<file path="src/rtl/cfg_dispatch_pkg.sv">
// rtl/cfg_dispatch_pkg.sv - shared types and helpers for the config-write distributor
// Contents:
//   state_e      dispatcher FSM state (ST_IDLE, ST_ISSUE)
//   CFG_*_W      default field widths of a config write
//   cfg_entry_t  config write {sel, sram_sel, addr, data} at the default widths
//   bcast_sel()  all-ones select value for a given select width
package cfg_dispatch_pkg;

  typedef enum logic [0:0] {
    ST_IDLE  = 1'b0,
    ST_ISSUE = 1'b1
  } state_e;

  localparam int CFG_SEL_W      = 2;
  localparam int CFG_SRAM_SEL_W = 8;
  localparam int CFG_ADDR_W     = 7;
  localparam int CFG_DATA_W     = 64;

  typedef struct packed {
    logic [CFG_SEL_W-1:0]      sel;
    logic [CFG_SRAM_SEL_W-1:0] sram_sel;
    logic [CFG_ADDR_W-1:0]     addr;
    logic [CFG_DATA_W-1:0]     data;
  } cfg_entry_t;

  function automatic int unsigned bcast_sel(input int unsigned sel_w);
    return (32'd1 << sel_w) - 32'd1;
  endfunction

endpackage

</file>
<file path="src/rtl/cfg_sync_fifo.sv">
// rtl/cfg_sync_fifo.sv - generic synchronous FIFO with registered full/empty flags
// Parameters: WIDTH entry width, DEPTH entries (power of two, >= 2)
// Ports:
//   clk       in   clock
//   rst       in   synchronous active-high reset (flushes contents)
//   push_i    in   write wdata_i when not full
//   wdata_i   in   WIDTH  entry to write
//   pop_i     in   remove head when not empty
//   rdata_o   out  WIDTH  current head entry
//   full_o    out  registered full flag
//   empty_o   out  registered empty flag
module cfg_sync_fifo #(
  parameter int WIDTH = 8,
  parameter int DEPTH = 4
) (
  input  logic             clk,
  input  logic             rst,
  input  logic             push_i,
  input  logic [WIDTH-1:0] wdata_i,
  input  logic             pop_i,
  output logic [WIDTH-1:0] rdata_o,
  output logic             full_o,
  output logic             empty_o
);

  localparam int AW = $clog2(DEPTH);

  logic [WIDTH-1:0] mem_q [DEPTH];
  logic [AW-1:0]    wr_ptr_q;
  logic [AW-1:0]    rd_ptr_q;
  logic [AW:0]      count_q;
  logic [AW:0]      count_d;
  logic             full_q;
  logic             empty_q;
  logic             do_push;
  logic             do_pop;

  assign do_push = push_i & ~full_q;
  assign do_pop  = pop_i & ~empty_q;
  // Simultaneous push and pop leaves the occupancy unchanged.
  assign count_d = count_q + (AW+1)'(do_push) - (AW+1)'(do_pop);

  // Pointers are AW bits wide, so they wrap modulo DEPTH by themselves.
  always_ff @(posedge clk) begin
    if (rst) begin
      wr_ptr_q <= '0;
      rd_ptr_q <= '0;
      count_q  <= '0;
      full_q   <= 1'b0;
      empty_q  <= 1'b1;
    end else begin
      if (do_push) wr_ptr_q <= wr_ptr_q + 1'b1;
      if (do_pop)  rd_ptr_q <= rd_ptr_q + 1'b1;
      count_q <= count_d;
      full_q  <= (count_d == (AW+1)'(DEPTH));
      empty_q <= (count_d == '0);
    end
  end

  // Storage needs no reset: an entry is only read after it has been written.
  always_ff @(posedge clk) begin
    if (do_push) mem_q[wr_ptr_q] <= wdata_i;
  end

  assign rdata_o = mem_q[rd_ptr_q];
  assign full_o  = full_q;
  assign empty_o = empty_q;

endmodule

</file>
<file path="src/rtl/cfg_dispatch.sv">
// rtl/cfg_dispatch.sv - config-write distributor from one config port to NUM_TGT targets
// Optional feature macro: CFG_BCAST_EN (all-ones select broadcasts to every target)
// Ports:
//   clk, rst           clock, synchronous active-high reset
//   i_cfg_valid        config write offered
//   o_cfg_ready        input FIFO not full; transfer on valid & ready
//   i_cfg_sel_module   target index
//   i_cfg_sram_sel     SRAM select within target
//   i_cfg_addr_write   SRAM write address
//   i_cfg_data         write data
//   o_tgt_wr_en        one-hot (all-ones on broadcast) target write enable
//   i_tgt_ready        per-target accept; a bit completes on wr_en[k] & ready[k]
//   o_tgt_sram_sel     shared SRAM select (0 while no write enable)
//   o_tgt_addr_write   shared address (0 while no write enable)
//   o_tgt_data         shared data (0 while no write enable)
//   o_busy             FIFO non-empty or write outstanding
//   o_err_cnt          saturating count of dropped invalid-select writes
module cfg_dispatch
  import cfg_dispatch_pkg::*;
#(
  parameter int NUM_TGT    = 4,
  parameter int SEL_W      = 2,
  parameter int SRAM_SEL_W = 8,
  parameter int ADDR_W     = 7,
  parameter int DATA_W     = 64,
  parameter int FIFO_DEPTH = 4,
  parameter int ERR_W      = 8
) (
  input  logic                  clk,
  input  logic                  rst,
  input  logic                  i_cfg_valid,
  output logic                  o_cfg_ready,
  input  logic [SEL_W-1:0]      i_cfg_sel_module,
  input  logic [SRAM_SEL_W-1:0] i_cfg_sram_sel,
  input  logic [ADDR_W-1:0]     i_cfg_addr_write,
  input  logic [DATA_W-1:0]     i_cfg_data,
  output logic [NUM_TGT-1:0]    o_tgt_wr_en,
  input  logic [NUM_TGT-1:0]    i_tgt_ready,
  output logic [SRAM_SEL_W-1:0] o_tgt_sram_sel,
  output logic [ADDR_W-1:0]     o_tgt_addr_write,
  output logic [DATA_W-1:0]     o_tgt_data,
  output logic                  o_busy,
  output logic [ERR_W-1:0]      o_err_cnt
);

  typedef struct packed {
    logic [SEL_W-1:0]      sel;
    logic [SRAM_SEL_W-1:0] sram_sel;
    logic [ADDR_W-1:0]     addr;
    logic [DATA_W-1:0]     data;
  } entry_t;

  localparam logic [ERR_W-1:0] ERR_MAX = '1;

  entry_t                  in_entry;
  entry_t                  head;
  logic                    fifo_full;
  logic                    fifo_empty;
  logic                    fifo_push;
  logic                    fifo_pop;

  state_e                  state_q;
  logic [NUM_TGT-1:0]      wr_en_q;
  logic [NUM_TGT-1:0]      wr_en_d;
  logic [SRAM_SEL_W-1:0]   sram_sel_q;
  logic [ADDR_W-1:0]       addr_q;
  logic [DATA_W-1:0]       data_q;
  logic [ERR_W-1:0]        err_cnt_q;

  logic                    sel_valid;
  logic                    sel_bcast;
  logic [NUM_TGT-1:0]      sel_onehot;

  assign in_entry = '{sel:      i_cfg_sel_module,
                      sram_sel: i_cfg_sram_sel,
                      addr:     i_cfg_addr_write,
                      data:     i_cfg_data};

  assign fifo_push = i_cfg_valid & ~fifo_full;
  // The head is consumed in IDLE whether it is issued or dropped.
  assign fifo_pop  = (state_q == ST_IDLE) & ~fifo_empty;

  cfg_sync_fifo #(
    .WIDTH ($bits(entry_t)),
    .DEPTH (FIFO_DEPTH)
  ) u_fifo (
    .clk     (clk),
    .rst     (rst),
    .push_i  (fifo_push),
    .wdata_i (in_entry),
    .pop_i   (fifo_pop),
    .rdata_o (head),
    .full_o  (fifo_full),
    .empty_o (fifo_empty)
  );

  assign sel_valid  = (32'(head.sel) < 32'(NUM_TGT));
  assign sel_onehot = NUM_TGT'(1) << head.sel;

`ifdef CFG_BCAST_EN
  localparam logic [SEL_W-1:0] BCAST_SEL = SEL_W'(bcast_sel(SEL_W));
  assign sel_bcast = (head.sel == BCAST_SEL);
`else
  assign sel_bcast = 1'b0;
`endif

  // Each outstanding enable bit retires independently on its own ready.
  assign wr_en_d = wr_en_q & ~i_tgt_ready;

  always_ff @(posedge clk) begin
    if (rst) begin
      state_q    <= ST_IDLE;
      wr_en_q    <= '0;
      sram_sel_q <= '0;
      addr_q     <= '0;
      data_q     <= '0;
      err_cnt_q  <= '0;
    end else begin
      case (state_q)
        ST_IDLE: begin
          if (!fifo_empty) begin
            if (sel_bcast || sel_valid) begin
              wr_en_q    <= sel_bcast ? {NUM_TGT{1'b1}} : sel_onehot;
              sram_sel_q <= head.sram_sel;
              addr_q     <= head.addr;
              data_q     <= head.data;
              state_q    <= ST_ISSUE;
            end else if (err_cnt_q != ERR_MAX) begin
              err_cnt_q <= err_cnt_q + ERR_W'(1);
            end
          end
        end
        ST_ISSUE: begin
          wr_en_q <= wr_en_d;
          if (wr_en_d == '0) begin
            sram_sel_q <= '0;
            addr_q     <= '0;
            data_q     <= '0;
            state_q    <= ST_IDLE;
          end
        end
        default: begin
          state_q <= ST_IDLE;
          wr_en_q <= '0;
        end
      endcase
    end
  end

  assign o_cfg_ready      = ~fifo_full;
  assign o_tgt_wr_en      = wr_en_q;
  assign o_tgt_sram_sel   = sram_sel_q;
  assign o_tgt_addr_write = addr_q;
  assign o_tgt_data       = data_q;
  assign o_busy           = ~fifo_empty | (state_q == ST_ISSUE);
  assign o_err_cnt        = err_cnt_q;

endmodule

</file>
<file path="config.mk">
export PLATFORM = sky130hd
export DESIGN_NAME = cfg_dispatch
export DESIGN_NICKNAME = d
export VERILOG_FILES = /design/src/rtl/cfg_dispatch_pkg.sv /design/src/rtl/cfg_sync_fifo.sv /design/src/rtl/cfg_dispatch.sv
export SDC_FILE = /design/constraint.sdc
export NUM_CORES = 1
export LEC_CHECK = 0
export BUFFER_PORTS_ARGS = -buffer_cell sky130_fd_sc_hd__buf_2
export CAP_MARGIN = 40
export CORE_MARGIN = 2
export CORE_UTILIZATION = 45
export CTS_BUF_LIST = sky130_fd_sc_hd__clkbuf_16
export DETAILED_ROUTE_END_ITERATION = 12
export PLACE_DENSITY = 0.69
export SLEW_MARGIN = 5
export SYNTH_ARGS = -nofsm -noshare
export SYNTH_HDL_FRONTEND = slang
export SYNTH_HIERARCHICAL = 1
export SYNTH_SLANG_ARGS = --single-unit
</file>
<file path="constraint.sdc">
create_clock -name clk -period 4 [get_ports clk]
set_input_delay 0.8 -clock clk [delete_from_list [all_inputs] [get_ports clk]]
set_output_delay 0.8 -clock clk [all_outputs]
set_load 0.05 [all_outputs]
</file>
==> Word-level counts from Yosys, hierarchy flattened <==
Memories as Yosys holds them, arrays and structs flattened. A register that Yosys moved wholly into a read port is not among the register bits.
Index checks and enable logic that the tools add are counted.
W data, S select, Z words.
{ "word_totals": {"word_cells": 50, "ram_bits": 324, "in_bits": 88, "out_inout_bits": 93, "n_memories": 1, "ff_bits": 93} }
{ "op_classes": {"bitwise_logic": 10, "eq_ne": 3, "add_sub_neg": 4, "n_mux": 18, "reduce_logical": 3, "shifts": 1} }
{ "memory_table": {"columns": ["memory", "words", "width", "read_ports", "rd_ports_with_merged_regs", "write_ports", "line", "source"], "rows": [
  ["u_fifo.mem_q", 4, 81, 1, 1, 1, "cfg_sync_fifo.sv:28", "logic [WIDTH-1:0] mem_q [DEPTH];"]
]} }
{ "op_table": {"columns": ["op", "n"], "rows": [
  ["$mux W64", 2],
  ["$pmux W64 S2", 1],
  ["$mux W8", 2],
  ["$pmux W8 S2", 1],
  ["$mux W7", 2],
  ["$pmux W7 S2", 1],
  ["$pmux W4 S2", 1],
  ["$add A2 B1 Y2 const B", 2],
  ["$and A1 B1 Y1", 4],
  ["$and A4 B4 Y4", 1],
  ["$logic_not A4 Y1", 1],
  ["$mux W1", 4],
  ["$mux W2", 2],
  ["$mux W4", 1],
  ["$not A4 Y4", 1],
  ["$shl A1 B2 Y4 const A", 1],
  ["$add A3 B1 Y3", 1],
  ["$eq A3 B3 Y1 const B", 1],
  ["$logic_not A3 Y1", 1],
  ["$not A1 Y1", 3],
  ["$sub A3 B1 Y3", 1],
  ["$ne A2 B1 Y1 const B", 1],
  ["$ne A2 B2 Y1 const B", 1],
  ["$pmux W1 S2", 1],
  ["2 further kinds", 2]
]} }

==> Logic depth before layout (Yosys ltp) <==
{ "logic_depth": {"ltp_word": 6, "ltp_mapped": 11, "ltp_nobuf": 10} }

==> Hierarchy <==
Netlist, hierarchy kept.
{ "by_module_without_submodules": {"columns": ["mod", "area_each_um2", "n_inst", "seq_area_each_um2", "cells_each"], "rows": [
  ["cfg_sync_fifo", 12260.5, 1, 9949.5, 472],
  ["cfg_dispatch", 2697.6, 1, 1681.6, 219]
]} }

==> Least setup slack after synthesis <==
OpenSTA, ideal clock, no wires.
{ "synth_path": {"kind": "in2reg", "from": "input i_cfg_valid", "to": "memory u_fifo/mem_q[1][0] in the netlist's numbering (enable)", "stages": 4, "setup_ns": 0.448, "required_time_ns": 3.552, "slack_ns": 0.381, "arrival_time_ns": 3.170, "n_path_buf": 1, "path_cell_list": "nor2b_1 -> nor2b_1 -> clkbuf_1 -> and2_1"} }
{ "synth_between": {"elab_chain_cells": 4} }
{ "synth_rtl": {"columns": ["item", "line", "source"], "rows": [
  ["start: declaration", "cfg_dispatch.sv:31", "input logic i_cfg_valid,"],
  ["$and A1 B1 Y1", "cfg_dispatch.sv:79", "assign fifo_push = i_cfg_valid & ~fifo_full;"],
  ["$and A1 B1 Y1", "cfg_sync_fifo.sv:38", "assign do_push = push_i & ~full_q;"],
  ["$mux W1", "cfg_sync_fifo.sv:62", "if (do_push) mem_q[wr_ptr_q] <= wdata_i;"],
  ["$mux W1 (not written as such)", "cfg_sync_fifo.sv:62", null],
  ["end: declaration", "cfg_sync_fifo.sv:28", null]
]} }
No other way between the ends.

==> Worst setup path in the final report <==
{ "layout_path": {"from": "register u_fifo.empty_q, in the netlist u_fifo/empty_o", "to": "output o_busy"} }
{ "layout_between": {"elab_chain_cells": 2} }
{ "layout_rtl": {"columns": ["item", "line", "source"], "rows": [
  ["start: declaration", "cfg_sync_fifo.sv:34", "logic empty_q;"],
  ["start signal: assignment", "cfg_sync_fifo.sv:56", "empty_q <= (count_d == '0);"],
  ["$not A1 Y1", "cfg_dispatch.sv:155", "assign o_busy = ~fifo_empty | (state_q == ST_ISSUE);"],
  ["$or A1 B1 Y1", "cfg_dispatch.sv:155", null],
  ["end: declaration", "cfg_dispatch.sv:42", "output logic o_busy,"]
]} }
No other way between the ends.

==> summary.md <==
| Metric | Value |
|---|---|
| Synthesis-stage register bit count | `419` |
| Max-Slew Margin vs Limit | `0.4472` |
| Fill count | `2543` |
| Mux cell area share after synthesis | `0.1226` |
| Clk_skew | `roughly 0.028 ns` |
| Max-cap violations | `0` |
| Adder-Cell Fraction of Synth Area | `0.006357` |
| Setup CP Type | `reg -> out` |
| Logic pwr share | `0.254` |
| Total CTS buffers | `42` |
| Post-route DRC | `0` |
| Pleak | `6.250 nW` |
| FMAX | `392.5 MHz` |
| Initial Util | `0.4586` |
| Seq. cell area | `11640 um^2` |
| Total number of vias | `around 7k` |
| Largest net degree at the start of global routing | `55` |
| First-pass GRT wire length | `44620 um` |
| Pwr dens | `749.9 nW/um^2` |
| Layout cells sized above 1 | `0.3686` |
| Nets@finish | `978` |
| Pint | `9.084 mW` |
| Die height | `between 150 and 200 um` |
| GRT Util Overall | `0.1662` |
| Area of the mapped netlist | `14960 um^2` |
| Crit path arrival time | `1.75 ns` |
| DP Area | `16240 um^2` |
| Compound-cell area share of the yosys netlist | `0.05245` |
| RSZ-0062 raised after global routing | `no` |
| Ys Warns | `6` |
| Crit-path cells | `nor2b_1 -> inv_1 -> buf_2` |
| Clock power share | `0.294` |
| Fin Setup TNS | `0 ns` |
| Synthesized-area fraction occupied by xor and xnor cells | `0.002928` |
| Clk root buf | `clkbuf_16` |
| VDD IR-drop max | `~530 uV` |
| Latest clock arrival within the worst-skew pair | `0.54 ns` |
| Combinational family with the most area after synthesis | `multiplexers` |
| Final Hold Slack | `0.4659 ns` |
| PortBufs | `172` |
| Switching Fraction | `0.3127` |
| Ports | `around 180` |
| Worst min path class | `reg -> reg` |
| Final WL | `28590 um` |
| Core Region | `around 33000 um^2` |
| Final global-route overflow total | `0` |
| Switch Pwr | `4.132 mW` |
| Clock slew at reported path FFs | `0.06 ns` |
| H-tree lvl count | `2` |
| Multi-input logic area | `~3000 um^2` |
| Post-synth cell types | `32` |
| Period utilization | `0.6370` |
| Simple-gate portion of the synthesized area | `0.01037` |
| Cts repair resizes | `0` |
| Total Power | `13.22 mW` |
| Req. time, crit path | `3.20 ns` |
| Initial antenna violation count | `7` |
| Final Setup Violations | `0` |
| Die area | `34720 um^2` |
| Status | `finished clean` |
| Vias in the first global route | `7456` |
| Minimum clock period | `2.548 ns` |
| Largest stage delay, worst path | `0.46 ns` |
| Max Transition Viols Final | `0` |
| Sink Count | `419` |
| Avg Inst Size Synth | `roughly 22 um^2` |
| Register area share after synthesis | `0.7776` |
| Worst-Margin Slew | `0.8292 ns` |
| Cell at the slowest stage of the critical path | `dfxtp_1` |
| Drt wl/cell | `21.02 um` |
| Via/cell ratio | `5.299` |
| Crit path capture type | `primary output` |
| Hpwl dp | `between 15000 and 20000 um` |
| Gpl congestion | `0.7376` |
| Row cnt | `66` |
| Cell count after synthesis | `691` |
| Chip Width | `186.3 um` |
| Crit Path Max Fanout | `6` |
| Antenna-violating nets left | `0` |
| DR pass1 iterations | `7` |
| # Post-CTS Setup Buffers | `0` |
| Number of DRC markers in iteration 0 | `469` |
| Post-route cell area | `17620 um^2` |
| CTS tree | `done` |
| Crit start category | `flop` |
| Hold_buf cts | `0` |
| Synthesis-to-finish area growth | `17.82%` |
| Clk buf depth | `3` |
| Endpoints failing hold | `0` |
| Sequential power share | `0.452` |
==> layer usage <==
layer,routed length (um),global-route usage
met5,78,0
met4,422,0.03754
met3,1994,0.04796
met2,13390,0.2618
met1,12710,0.2316
==> layout make-up <==
type,count,area share
Sequential cell,419,0.6604
Clock inverter,36,0.01874
Timing Repair Buffer,187,0.05879
Inverter,12,0.002556
Multi-Input combinational cell,221,0.1683
Clock buffer,42,0.05964
Tap cell,442,0.03138
Antenna cell,1,0.0001420
==> critical path, delay by kind of cell, from the launching register on <==
kind / cells / cell delay (ns)
buffers and inverters: 2 / 0.37
flip-flops: 1 / 0.46
AND/OR/NAND/NOR: 1 / 0.40
==> kinds of logic after synthesis <==
family,after synthesis
flip-flops,419
AO/OA/AOI/OAI,92
multiplexers,82
buffers and inverters,58
AND/OR/NAND/NOR,27
adder cells (fa/ha/maj),7
XOR/XNOR,5
other,1
==> synthesized netlist by cell type <==
cell type	n	area share
a222oi_1	1	0.00067
conb_1	1	0.00025
clkbuf_1	11	0.0028
a21oi_1	3	0.0010
inv_1	12	0.0030
or4_1	1	0.00050
nand3b_1	3	0.0015
buf_12	8	0.011
ha_1	6	0.0050
a211oi_1	1	0.00050
buf_6	1	0.00075
mux2i_1	1	0.00067
and2_1	4	0.0017
nor2_1	10	0.0025
nor4b_1	1	0.00059
a32oi_1	1	0.00059
nor2b_1	7	0.0029
a22o_1	79	0.046
dfxtp_1	95	0.13
a31o_2	1	0.00059
mux4_2	81	0.12
a211oi_2	1	0.00084
xor2_1	2	0.0012
buf_2	17	0.0057
a21boi_0	1	0.00050
fa_1	1	0.0013
xnor2_1	3	0.0018
buf_4	9	0.0045
nor3_2	1	0.00067
a21o_1	1	0.00050
edfxtp_1	324	0.65
o21ai_0	3	0.0010
==> path summary, 6_finish.rpt <==
| check | startpoint | end | slack [ns] | cells past startpoint |
|---|---|---|---|---|
| max | u_fifo/empty_o | o_busy | 1.45 | 3 |
| min | o_tgt_data[5] | o_tgt_data[5] | 0.47 | 1 |
| max reg2reg | state_q | u_fifo/empty_o | 1.48 | 9 |
| min reg2reg | o_tgt_data[5] | o_tgt_data[5] | 0.47 | 1 |
==> state kept, by name, summed over array words and instances, names as in the netlist, named ones only <==
signal and count:
u_fifo/wr_ptr_q 2, state_q 1, u_fifo/empty_o 1, o_tgt_wr_en 4, u_fifo/count_q 3, u_fifo/full_o 1
u_fifo/mem_q 324, o_tgt_addr_write 7, o_tgt_sram_sel 8, o_tgt_data 64, u_fifo/rd_ptr_q 2
==> power groups by stage <==
stage / clock network, mW / logic [mW] / registers (mW)
final: 3.89 / 3.36 / 5.97
after global routing: 4.16 / 3.59 / 6.06
after detailed placement: 0 / 3.41 / 6.06
after CTS: 3.97 / 3.42 / 5.98
after global placement: 0 / 3.38 / 6.04
after floorplan: 0 / 1.74 / 6.89
==> layout by cell type (no fill, tap or decap), drive strengths merged, types with 7 or more instances in the layout <==
master,synthesis,routed
a22o,79,79
buf,35,187
clkbuf,11,42
clkinv,0,19
conb,1,8
dfxtp,95,95
edfxtp,324,324
inv,12,22
mux4,81,81
nor2,10,10
nor2b,7,7
==> per-stage QoR <==
step,instances,worst slack [ns],util
after floorplan,698,0.3813,-
after global placement,1281,0.9525,0.4979
after detailed placement,1281,0.9545,0.4979
after CTS,1359,1.403,0.5402
after global routing,1360,1.218,0.5403
final,1360,1.452,0.5403
No activity file was read; power rests on OpenSTA's default activity.
